### src/rtl/mmu_drain.sv
// Drain side of the WTU block buffer: walks one full block in linear or
// bit-reversed order and streams it out over valid/ready with a last marker.
module mmu_drain #(
  parameter int BITWIDTH = 24,
  parameter int DEPTH    = 3,
  parameter int CNTW     = 16
) (
  input  logic                clk,
  input  logic                rst,
  input  logic                en,
  input  logic                order_sel,
  input  logic                buf_ready,
  input  logic [BITWIDTH-1:0] buf_data,
  output logic [DEPTH-1:0]    buf_addr,
  output logic [BITWIDTH-1:0] m_data,
  output logic                m_valid,
  input  logic                m_ready,
  output logic                m_last,
  output logic [DEPTH-1:0]    m_index,
  output logic                busy,
  output logic [CNTW-1:0]     blk_cnt
);

  localparam int WIDTH = 2 ** DEPTH;
  localparam logic [DEPTH-1:0] LAST_IDX = DEPTH'(WIDTH - 1);

  typedef enum logic [1:0] {
    WAIT  = 2'd0,
    DRAIN = 2'd1,
    GAP   = 2'd2
  } state_t;

  state_t           state;
  logic [DEPTH-1:0] idx;
  logic [DEPTH-1:0] idx_rev;
  logic [DEPTH-1:0] idx_ord;
  logic             ord_q;
  logic             at_last;
  logic             cap;

  for (genvar gi = 0; gi < DEPTH; gi++) begin : g_rev
    assign idx_rev[gi] = idx[DEPTH-1-gi];
  end

  assign idx_ord = ord_q ? idx_rev : idx;
  assign at_last = (idx == LAST_IDX);
  assign cap     = (state == DRAIN) && buf_ready && (!m_valid || m_ready);

  // The final address is only shown in the capture cycle; otherwise we park on
  // ord(0) (zero in either order), which has already been read, so the buffer
  // cannot release the block while the last sample is still unread.
  always_comb begin
    buf_addr = idx_ord;
    if (!rst) begin
      buf_addr = '0;
    end else if (state == DRAIN && at_last && !cap) begin
      buf_addr = '0;
    end
  end

  always_ff @(posedge clk) begin
    if (!rst) begin
      state   <= WAIT;
      idx     <= '0;
      ord_q   <= 1'b0;
      m_valid <= 1'b0;
      m_data  <= '0;
      m_last  <= 1'b0;
      m_index <= '0;
      blk_cnt <= '0;
      busy    <= 1'b0;
    end else begin
      if (cap) begin
        m_data  <= buf_data;
        m_index <= idx_ord;
        m_valid <= 1'b1;
        m_last  <= at_last;
      end else if (m_valid && m_ready) begin
        m_valid <= 1'b0;
        m_last  <= 1'b0;
      end

      case (state)
        WAIT: begin
          if (en && buf_ready) begin
            ord_q <= order_sel;
            idx   <= '0;
            state <= DRAIN;
            busy  <= 1'b1;
          end
        end
        DRAIN: begin
          // Losing buf_ready mid-block is a protocol error: abandon the block
          // but let any held sample finish its handshake.
          if (!buf_ready) begin
            idx   <= '0;
            state <= WAIT;
            busy  <= 1'b0;
          end else if (cap) begin
            if (at_last) begin
              blk_cnt <= blk_cnt + CNTW'(1);
              idx     <= '0;
              state   <= GAP;
            end else begin
              idx <= idx + DEPTH'(1);
            end
          end
        end
        GAP: begin
          state <= WAIT;
          busy  <= 1'b0;
        end
        default: begin
          state <= WAIT;
          busy  <= 1'b0;
        end
      endcase
    end
  end

endmodule

### config.mk
export PLATFORM = sky130hd
export DESIGN_NAME = mmu_drain
export DESIGN_NICKNAME = d
export VERILOG_FILES = /design/src/rtl/mmu_drain.sv
export SDC_FILE = /design/constraint.sdc
export NUM_CORES = 1
export LEC_CHECK = 0
export CORE_MARGIN = 1
export CORE_UTILIZATION = 35
export DETAILED_ROUTE_END_ITERATION = 10
export PLACE_DENSITY = 0.63
export REMOVE_ABC_BUFFERS = 1
export SETUP_SLACK_MARGIN = 0.15
export SKIP_CTS_REPAIR_TIMING = 1
export SLEW_MARGIN = 20
export SYNTH_ARGS = -nofsm -noshare
export SYNTH_HDL_FRONTEND = slang
export SYNTH_SLANG_ARGS = --single-unit
### constraint.sdc
create_clock -name clk -period 2.35 [get_ports clk]
set_clock_uncertainty 0.05 [all_clocks]
set_input_delay 0.3525 -clock clk [delete_from_list [all_inputs] [get_ports clk]]
set_output_delay 0.3525 -clock clk [all_outputs]
set_load 0.01 [all_outputs]
==> metrics.md, run 1 <==
| Metric | Value |
|---|---|
| Status | completed |
| Clock transition at the registers of the reported paths | 0.10 ns |
| Top cells by count, synth | 58 x nand2_1, 52 x dfxtp_1, 41 x a21oi_1, 18 x nor2_1, 12 x clkbuf_1 |
| Cell Area, Synth | 2140 um2 |
| Design Area, Final | 3140 um2 |
| CTS tree | done |
| CTS root buffer | clkbuf_8 |
| HP Start | m_data[19] |
| Final wirelength | 5250 um |
| GRT Util Overall | 16.2% |
| F_max | 476 MHz |
| CP arrival | 2.29 ns |
| Yosys reg bits | 52 |
| Largest net degree at the start of global routing | 51 |
| Placed Area | 3030 um2 |
| Tightest Pin Transition | 0.520 ns |
| Crit start category | input pin |
| Pins over their slew limit | 0 |
| Die footprint | 6420 um2 |
| Post-layout min period | 2.10 ns |
| Worst slew margin | 65.4% |
| Area Overhead vs Synth | 47.2% |
| Synth Instances | 259 |
| Via count | 2029 |
| Global placement routability congestion | 0.767 |
| Initial DRC Count | 68 |
| Chip width | 80.1 um |
| Worst reg-to-reg path cell count | 5 |
| Endpoint kind of the worst setup timing path | flip-flop |
| Final Hold Viols | 0 |
| Final setup viols | 0 |
| Unrepaired setup endpoints after global routing | false |
| Placed Instances | 409 |
| Register area share after synthesis | 48.7% |
| Initial Utilization | 36.3% |
| Die height | 80.1 um |
| Drt wl/cell | 12.6 um |
| Non-filler cells, final | 417 |
| Top FF cell, synth | dfxtp_1 |
| Hold crit path type | reg2reg |
| Worst path top cell family by delay | simple AND/OR/NAND/NOR gates |
| Via density | 4.87 |
| Maximum vdd drop | 277 uV |
| Sink Count | 52 |
| Pre-CTS setup slack | -0.0658 ns |
| Post-DP HPWL | 3680 um |
| Hold EP | m_data[19] |
| IO buf count | 78 |
| Synth area leaders | dfxtp_1 49%, nand2_1 10%, a21oi_1 9.6% |
| Leakage power | 1.11 nW |
| Worst skew pair latency | 0.31 ns |
| First-pass GRT wire length | 8050 um |
| Share of the synthesized area in the top cell type | 48.7% |
| CP required | 2.54 ns |
| Ratio of cells with drive above 1 in the final layout | 8.19% |
| Crit share post-route | 89.4% |
| EDFF count, synth | 0 |
| Antenna viol nets, final | 0 |
| Yosys cell types | 35 |
| Initial antenna violation count | 0 |
| Reg2reg setup slack | 0.27 ns |
| Most common cell in the netlist | nand2_1 |
| Hold depth | 2 |
| Number of global-route vias before repair | 1747 |
| Pwr Density | 509 nW/um2 |
| Nets | 374 |
| Total gr overflow | 0 |
| Maximum single-stage delay on the critical path | 0.58 ns |
| Asr flop ratio synth | 0% |
| Reg2reg end | blk_cnt[13] |
| Slowest-stage cell, CP | or4_4 |
| Htree depth | 2 |
| PnR worst setup slack | 0.249 ns |
| Max-Cap Viols | 0 |
| DR pass1 iterations | 4 |
| Row cnt | 28 |
| Clock buffer depth | 2 |
| Bufs and invs on worst path | 2 |
| CORE AREA | 5890 um2 |
| Tot Pwr | 0.00160 W |
| DRC | 0 |
| Average size of a mapped cell | 8.25 um2 |
| Synth area leader | dfxtp_1 |
| Synthesis Warnings | 0 |
| Critical R2R Launch | state[0] |
| CTS Buf Count | 5 |
| Crit-path cells | clkdlybuf4s50_1 > nand3b_4 > buf_4 > or4_4 > or4_1 > a21oi_1 |
| Critical path class | in2reg |
| Ports | 79 |
| CP max FO | 12 |
| Layout Utilization | 53.4% |
| Ant. Diodes | 0 |
per-stage QoR:
step | hold WS [ns] | TNS (ns)
4_1_cts | 0.413 | -0.287
5_1_grt | 0.431 | 0
3_5_place_dp | 0.398 | -0.212
6_report | 0.408 | 0
3_3_place_gp | 0.391 | -0.0351
2_1_floorplan | 0.399 | -0.0860
worst max path at each step:
| stage | slack (ns) | end | startpoint | depth (start not counted) |
|---|---|---|---|---|
| global placement | -0.01 | blk_cnt[13] | buf_ready | 6 |
| finish | 0.25 | blk_cnt[13] | buf_ready | 6 |
| floorplan | -0.03 | buf_addr[0] | state[0] | 4 |
| global route | 0.16 | blk_cnt[13] | state[0] | 5 |
| CTS | -0.10 | buf_addr[2] | idx[0] | 7 |
| detailed placement | -0.07 | blk_cnt[13] | buf_ready | 6 |
kinds of logic (layout without fill, tap and decap cells):
group / after synthesis / in the layout / share of synthesized area [%]
simple gates: 115 / 115 / 25.8
compound gates: 57 / 57 / 14.4
flops: 52 / 52 / 48.7
buf+inv: 21 / 104 / 4.39
mux: 6 / 6 / 2.87
xor+xnor: 5 / 5 / 2.05
fa+ha+maj: 3 / 3 / 1.76
area by class of cell:
cell class | count | area, um2
flip-flops and latches | 52 | 1050
fillers | 563 | 2740
clock inverters | 2 | 13.8
inverters | 6 | 22.5
repair buffers | 90 | 878
multi-input cells | 186 | 1010
well taps | 75 | 93.8
clock buffers | 6 | 82.6
layer usage:
layer  wire length [um]  global-route usage (%)
met1               2460                    19.8
met2               2520                    28.1
met3                185                    3.18
met4                 77                    5.89
met5                  0                       0
flip-flops by register name, summed over array words and instances, names as in the netlist:
register and count:
blk_cnt 16, busy 1, idx 3, m_data 24, m_index 3, m_last 1
m_valid 1, ord_q 1, state 2
worst reg2reg max path, cell delays in order, from the launching register on:
cell and delay, ns:
dfxtp_1 0.53, nand3b_4 0.13, buf_4 0.14, or4_4 0.58, or4_1 0.44, a21oi_1 0.15
placed cells by master (no fill, tap or decap), types with 3 or more instances in the layout:
master	instances
o21ai_0	8
xnor2_1	3
o31ai_1	4
dlymetal6s2s_1	3
nand2_1	58
ha_1	3
or3_1	6
clkdlybuf4s50_1	75
nor2_1	17
nor3_1	4
nand3_1	8
mux2i_1	5
clkbuf_8	6
or4_1	3
inv_1	5
dfxtp_1	50
buf_4	12
nand4_1	4
a21oi_1	41
where the power goes:
group          leakage, nW  internal (W)  switching (W)  total, W
clock               0.0516      0.000241       0.000303  0.000544
sequential           0.422      0.000895      0.0000101  0.000905
combinational        0.639     0.0000882      0.0000631  0.000151
(Power assumes the default switching activity.)
==> run 2, diff against run 1 <==
--- a/config.mk
+++ b/config.mk
@@ -6,9 +6,9 @@
 export NUM_CORES = 1
 export LEC_CHECK = 0
 export CORE_MARGIN = 1
-export CORE_UTILIZATION = 35
+export CORE_UTILIZATION = 40
 export DETAILED_ROUTE_END_ITERATION = 10
-export PLACE_DENSITY = 0.63
+export PLACE_DENSITY = 0.7
 export REMOVE_ABC_BUFFERS = 1
 export SETUP_SLACK_MARGIN = 0.15
 export SKIP_CTS_REPAIR_TIMING = 1
==> constraint.sdc (replaced) <==
create_clock -name clk -period 2 [get_ports clk]
set_clock_uncertainty 0.05 [all_clocks]
set_input_delay 0.3 -clock clk [delete_from_list [all_inputs] [get_ports clk]]
set_output_delay 0.3 -clock clk [all_outputs]
set_load 0.01 [all_outputs]
==> metrics.md, run 2 (synthesized netlist as in run 1, its figures left out) <==
| Metric | Value |
|---|---|
| Status | completed |
| Maximum vdd drop | 310 uV (+12%) |
| CP required | 2.19 ns (-0.35 ns) |
| Top reg by flops | m_data |
| Global placement routability congestion | 0.785 (+2.4%) |
| Leakage power | 1.16 nW (+4.1%) |
| Largest net degree at the start of global routing | 53 (+3.9%) |
| Clock buffer depth | 2 (unchanged) |
| Total gr overflow | 0 (unchanged) |
| Pins over their slew limit | 0 (unchanged) |
| Flip-flop count of the largest register after layout | 24 (unchanged) |
| Chip width | 75.1 um (-6.3%) |
| Largest regs | m_data (24), blk_cnt (16) |
| Ant. Diodes | 0 (unchanged) |
| Initial DRC Count | 133 (+96%) |
| Critical path class | reg2reg |
| Clock transition at the registers of the reported paths | 0.09 ns (about the same) |
| CTS root buffer | clkbuf_8 |
| PnR worst setup slack | 0.0475 ns (-0.201 ns) |
| CP arrival | 2.14 ns (-0.15 ns) |
| IO buf count | 78 (unchanged) |
| Sink Count | 52 (unchanged) |
| Ports | 79 (unchanged) |
| DRC | 0 (unchanged) |
| Final setup viols | 0 (unchanged) |
| Non-filler cells, final | 423 (+1.4%) |
| Reg2reg setup slack | 0.05 ns (-0.22 ns) |
| Number of global-route vias before repair | 1803 (+3.2%) |
| GRT Util Overall | 19.0% (+2.8 points) |
| Die footprint | 5640 um2 (-12%) |
| Final Hold Viols | 0 (unchanged) |
| Worst skew pair latency | 0.31 ns (about the same) |
| Pre-CTS setup slack | -0.278 ns (-0.213 ns) |
| Crit start category | flip-flop |
| CORE AREA | 5140 um2 (-13%) |
| Antenna viol nets, final | 0 (unchanged) |
| Unrepaired setup endpoints after global routing | true |
| Most common cell after layout, fill and taps aside | clkdlybuf4s50_1 |
| DR pass1 iterations | 5 (+1) |
| Most frequent cells in the layout | 74 x clkdlybuf4s50_1, 58 x nand2_1, 50 x dfxtp_1, 37 x a21oi_1, 21 x buf_4 |
| Layout Utilization | 65.3% (+12 points) |
| Ratio of cells with drive above 1 in the final layout | 16.1% (+8.0 points) |
| Htree depth | 2 (unchanged) |
| Area Overhead vs Synth | 57.1% |
| Final wirelength | 5650 um (+7.6%) |
| CP max FO | 8 (-4) |
| Endpoint kind of the worst setup timing path | flip-flop |
| Die height | 75.1 um (-6.3%) |
| Placed Instances | 412 (+0.73%) |
| CTS Buf Count | 5 (unchanged) |
| Via density | 5.06 (+4.0%) |
| Max-Cap Viols | 0 (unchanged) |
| F_max | 512 MHz |
| Crit share post-route | 97.6% |
| Row cnt | 26 (-7.1%) |
| Tightest Pin Transition | 0.330 ns (-0.190 ns) |
| CTS tree | done |
| Nets | 386 (+3.2%) |
| Post-layout min period | 1.95 ns |
| Hold crit path type | reg2reg |
| Initial antenna violation count | 0 (unchanged) |
| Post-DP HPWL | 3750 um (+1.7%) |
| First-pass GRT wire length | 8220 um (+2.1%) |
| Pwr Density | 624 nW/um2 (+23%) |
| Drt wl/cell | 13.3 um (+6.1%) |
| Worst slew margin | 77.8% (+12 points) |
| Initial Utilization | 41.6% (+5.3 points) |
| Via count | 2140 (+5.5%) |
==> run 2: cell count changes in the layout (fill, tap and decap cells not counted), moves of 2 or more <==
cell            before  now
buf_12               0    2
buf_2                0    3
or3_1                6    3
or3_4                0    3
ha_1                 3    1
dlymetal6s2s_1       3    1
ha_4                 0    2
a21oi_2              0    4
buf_4               12   21
bufinv_16            0    2
or4_4                2    4
a21oi_1             41   37
==> run 2: layout make-up <==
cell class,count,area [um2]
inverter,6,22.5
fill,472,1780
multi-input combinational,187,1110
clock buffer,5,68.8
timing repair buffer,101,966
sequential,52,1040
clock inverter,2,60.1
tap,70,87.6
==> run 2: path summary, 6_finish.rpt <==
kind              startpoint     endpoint  cells past startpoint
hold / removal     m_data[1]    m_data[1]                      2
hold reg to reg    m_data[1]    m_data[1]                      2
setup reg to reg      idx[0]  blk_cnt[14]                      6
setup / recovery      idx[0]  blk_cnt[14]                      6
==> run 2: metrics by stage <==
stage / setup TNS [ns] / power [W] / hold slack (ns) / area (um2)
6_report: 0 / 0.00209 / 0.407 / 3360
4_1_cts: -1.96 / 0.00210 / 0.411 / 3240
3_5_place_dp: -3.33 / 0.00128 / 0.397 / 3110
2_1_floorplan: -1.21 / 0.00115 / 0.386 / 2060
3_3_place_gp: -2.80 / 0.00128 / 0.391 / 3110
5_1_grt: -0.0260 / 0.00218 / 0.429 / 3360
==> run 2: critical path, cell delays in order, from the launching register on <==
cell and delay [ns]:
dfxtp_2 0.36, ha_4 0.14, ha_4 0.15, nand4_1 0.11
or4_4 0.59, or3_4 0.35, a21oi_2 0.13
==> run 2: layer usage <==
layer	routed length, um	share of wire [%]	vias to the layer above	track usage (%)
li1	-	-	1080	-
met1	2470	44	1003	24.3
met2	2860	51	53	32.3
met3	272	4.8	4	4.42
met4	46	0.81	0	5.03
met5	0	0	-	0
==> run 2: report_power, final <==
| group | internal [W] | switching, W |
|---|---|---|
| Sequential | 0.00105 | 0.0000105 |
| Clock | 0.000493 | 0.000343 |
| Combinational | 0.000114 | 0.0000816 |
| Total | 0.00166 | 0.000435 |
==> run 3, diff against run 2 <==
--- a/config.mk
+++ b/config.mk
@@ -8,7 +8,7 @@
 export CORE_MARGIN = 1
 export CORE_UTILIZATION = 40
 export DETAILED_ROUTE_END_ITERATION = 10
-export PLACE_DENSITY = 0.7
+export PLACE_DENSITY_LB_ADDON = 0.12
 export REMOVE_ABC_BUFFERS = 1
 export SETUP_SLACK_MARGIN = 0.15
 export SKIP_CTS_REPAIR_TIMING = 1
==> metrics.md, run 3 (synthesized netlist as in run 1, its figures left out) <==
| Metric | Value |
|---|---|
| Status | completed |
| CP arrival | 2.12 ns (-0.02 ns) |
| Area Overhead vs Synth | 54.8% |
| Initial Utilization | 41.6% (unchanged) |
| Clock transition at the registers of the reported paths | 0.09 ns (about the same) |
| Ports | 79 (unchanged) |
| Critical R2R Launch | idx[0] |
| Tightest Pin Transition | 0.477 ns (+0.148 ns) |
| Pins over their slew limit | 0 (unchanged) |
| Largest net degree at the start of global routing | 44 (-17%) |
| Ratio of cells with drive above 1 in the final layout | 15.1% (-1.1 points) |
| Initial DRC Count | 124 (-6.8%) |
| Worst slew margin | 68.2% (-9.6 points) |
| Combinational power share | 9.6% (+0.3 points) |
| Most common cell after layout, fill and taps aside | clkdlybuf4s50_1 |
| Final setup viols | 0 (unchanged) |
| Reg2reg setup slack | 0.07 ns (+0.02 ns) |
| Non-filler cells, final | 422 (-0.24%) |
| Top reg by flops | m_data |
| Placed Area | 3090 um2 (-0.64%) |
| Flip-flop count of the largest register after layout | 24 (unchanged) |
| Flop pwr share | 54.0% (+3.2 points) |
| Final wirelength | 5430 um (-3.8%) |
| Post-DP HPWL | 3610 um (-3.6%) |
| First-pass GRT wire length | 8290 um (+0.92%) |
| Leakage power | 1.14 nW (-1.6%) |
| Ant. Diodes | 0 (unchanged) |
| Placed Instances | 411 (-0.24%) |
| CP required | 2.19 ns (about the same) |
| Sink Count | 52 (unchanged) |
| DR pass1 iterations | 4 (-1) |
| Reg2reg end | blk_cnt[10] |
| DRC | 0 (unchanged) |
| Maximum vdd drop | 427 uV (+38%) |
| Largest regs | m_data (24), blk_cnt (16) |
| IO buf count | 78 (unchanged) |
| Crit path to | blk_cnt[10] |
| Crit share post-route | 96.4% (-1.2 points) |
| Hold crit path type | reg2reg |
| Final Hold Viols | 0 (unchanged) |
| Die height | 75.1 um (unchanged) |
| Design Area, Final | 3310 um2 (-1.5%) |
| F_max | 518 MHz (+1.2%) |
| Clock share of power | 36.3% (-3.6 points) |
| Post-layout min period | 1.93 ns (-0.0236 ns) |
| Nets | 384 (-0.52%) |
| Die footprint | 5640 um2 (unchanged) |
| Crit start category | flip-flop |
| GRT Util Overall | 19.0% (+0.023 points) |
| Drt wl/cell | 12.9 um (-3.5%) |
| Max-Cap Viols | 0 (unchanged) |
| CORE AREA | 5140 um2 (unchanged) |
| CTS Buf Count | 5 (unchanged) |
| Slowest-stage cell, CP | or4_4 |
| Launch point of the worst path | idx[0] |
| Endpoint kind of the worst setup timing path | flip-flop |
| Chip width | 75.1 um (unchanged) |
| Int Pwr | 0.00153 W (-7.6%) |
| Worst skew pair latency | 0.30 ns (about the same) |
| Via density | 4.94 (-2.3%) |
| Top cell by count, worst path | ha_4 |
| Total gr overflow | 0 (unchanged) |
| Maximum single-stage delay on the critical path | 0.49 ns (-0.10 ns) |
| CTS tree | done |
| Most frequent cells in the layout | 73 x clkdlybuf4s50_1, 58 x nand2_1, 48 x dfxtp_1, 39 x a21oi_1, 19 x buf_4 |
| Critical path class | reg2reg |
| Antenna viol nets, final | 0 (unchanged) |
| CTS root buffer | clkbuf_8 |
| CP max FO | 8 (unchanged) |
| Unrepaired setup endpoints after global routing | true |
| Row cnt | 26 (unchanged) |
| Initial antenna violation count | 0 (unchanged) |
| Htree depth | 2 (unchanged) |
| Via count | 2085 (-2.6%) |
| Pwr Density | 595 nW/um2 (-4.7%) |
| Switching portion of total power | 22.0% (+1.3 points) |
| Global placement routability congestion | 0.820 (+4.4%) |
| Number of global-route vias before repair | 1847 (+2.4%) |
| Worst reg-to-reg path cell count | 7 (+1) |
| Psw | 0.000433 W (-0.33%) |
| Crit-path cells | ha_4 > ha_4 > buf_6 > nand4_1 > or4_4 > or3_4 > a21oi_2 |
| Clock buffer depth | 2 (unchanged) |
-- run 3: power by group through the flow --
stage	registers, W	logic (W)	clock network, W
after floorplan	0.00110	0.0000533	0
after global placement	0.00109	0.000184	0
after detailed placement	0.00109	0.000185	0
after CTS	0.00106	0.000187	0.000730
after global routing	0.00107	0.000208	0.000771
final	0.00106	0.000190	0.000714
-- run 3: layer usage --
metal | global-route usage [%] | part of all wire [%] | wire [um] | vias to the layer above
met2 | 32.4 | 48 | 2600 | 46
met5 | 0 | 0 | 0 | -
li1 | - | - | - | 1074
met1 | 23.7 | 46 | 2510 | 957
met3 | 5.35 | 4.5 | 247 | 8
met4 | 4.82 | 1.3 | 70 | 0
-- run 3: worst min-delay path by stage --
stage | start | endpoint | slack (ns) | depth (start not counted)
CTS | m_data[13] | m_data[13] | 0.41 | 2
finish | m_data[11] | m_data[11] | 0.41 | 2
detailed placement | m_data[13] | m_data[13] | 0.40 | 2
floorplan | buf_data[0] | m_data[0] | 0.39 | 2
global placement | m_data[14] | m_data[14] | 0.39 | 2
global route | m_data[17] | m_data[17] | 0.43 | 2
-- run 3: through the flow --
stage / util [%] / setup TNS (ns) / worst slack, ns / hold WS [ns] / total power [W]
floorplan: - / -1.21 / -0.330 / 0.386 / 0.00115
global placement: 60.1 / -2.67 / -0.257 / 0.391 / 0.00127
detailed placement: 60.1 / -3.17 / -0.287 / 0.396 / 0.00127
CTS: 62.2 / -1.86 / -0.425 / 0.410 / 0.00198
global route: 64.3 / -0.0266 / -0.0189 / 0.427 / 0.00204
finish: 64.3 / 0 / 0.0711 / 0.405 / 0.00197
-- run 3: layout make-up --
cell class              instances  area, um2
multi-input cells             187       1090
flip-flops and latches         52       1050
clock inverters                 2       35.0
fillers                       475       1830
repair buffers                 99        945
inverters                       6       22.5
well taps                      70       87.6
clock buffers                   6       72.6
-- run 3: critical path, delay by kind of cell (launching register included) --
| family | cells | cell delay (ns) |
|---|---|---|
| flops | 1 | 0.36 |
| compound gates | 1 | 0.12 |
| simple gates | 3 | 0.95 |
| fa+ha+maj | 2 | 0.28 |
| buf+inv | 1 | 0.09 |
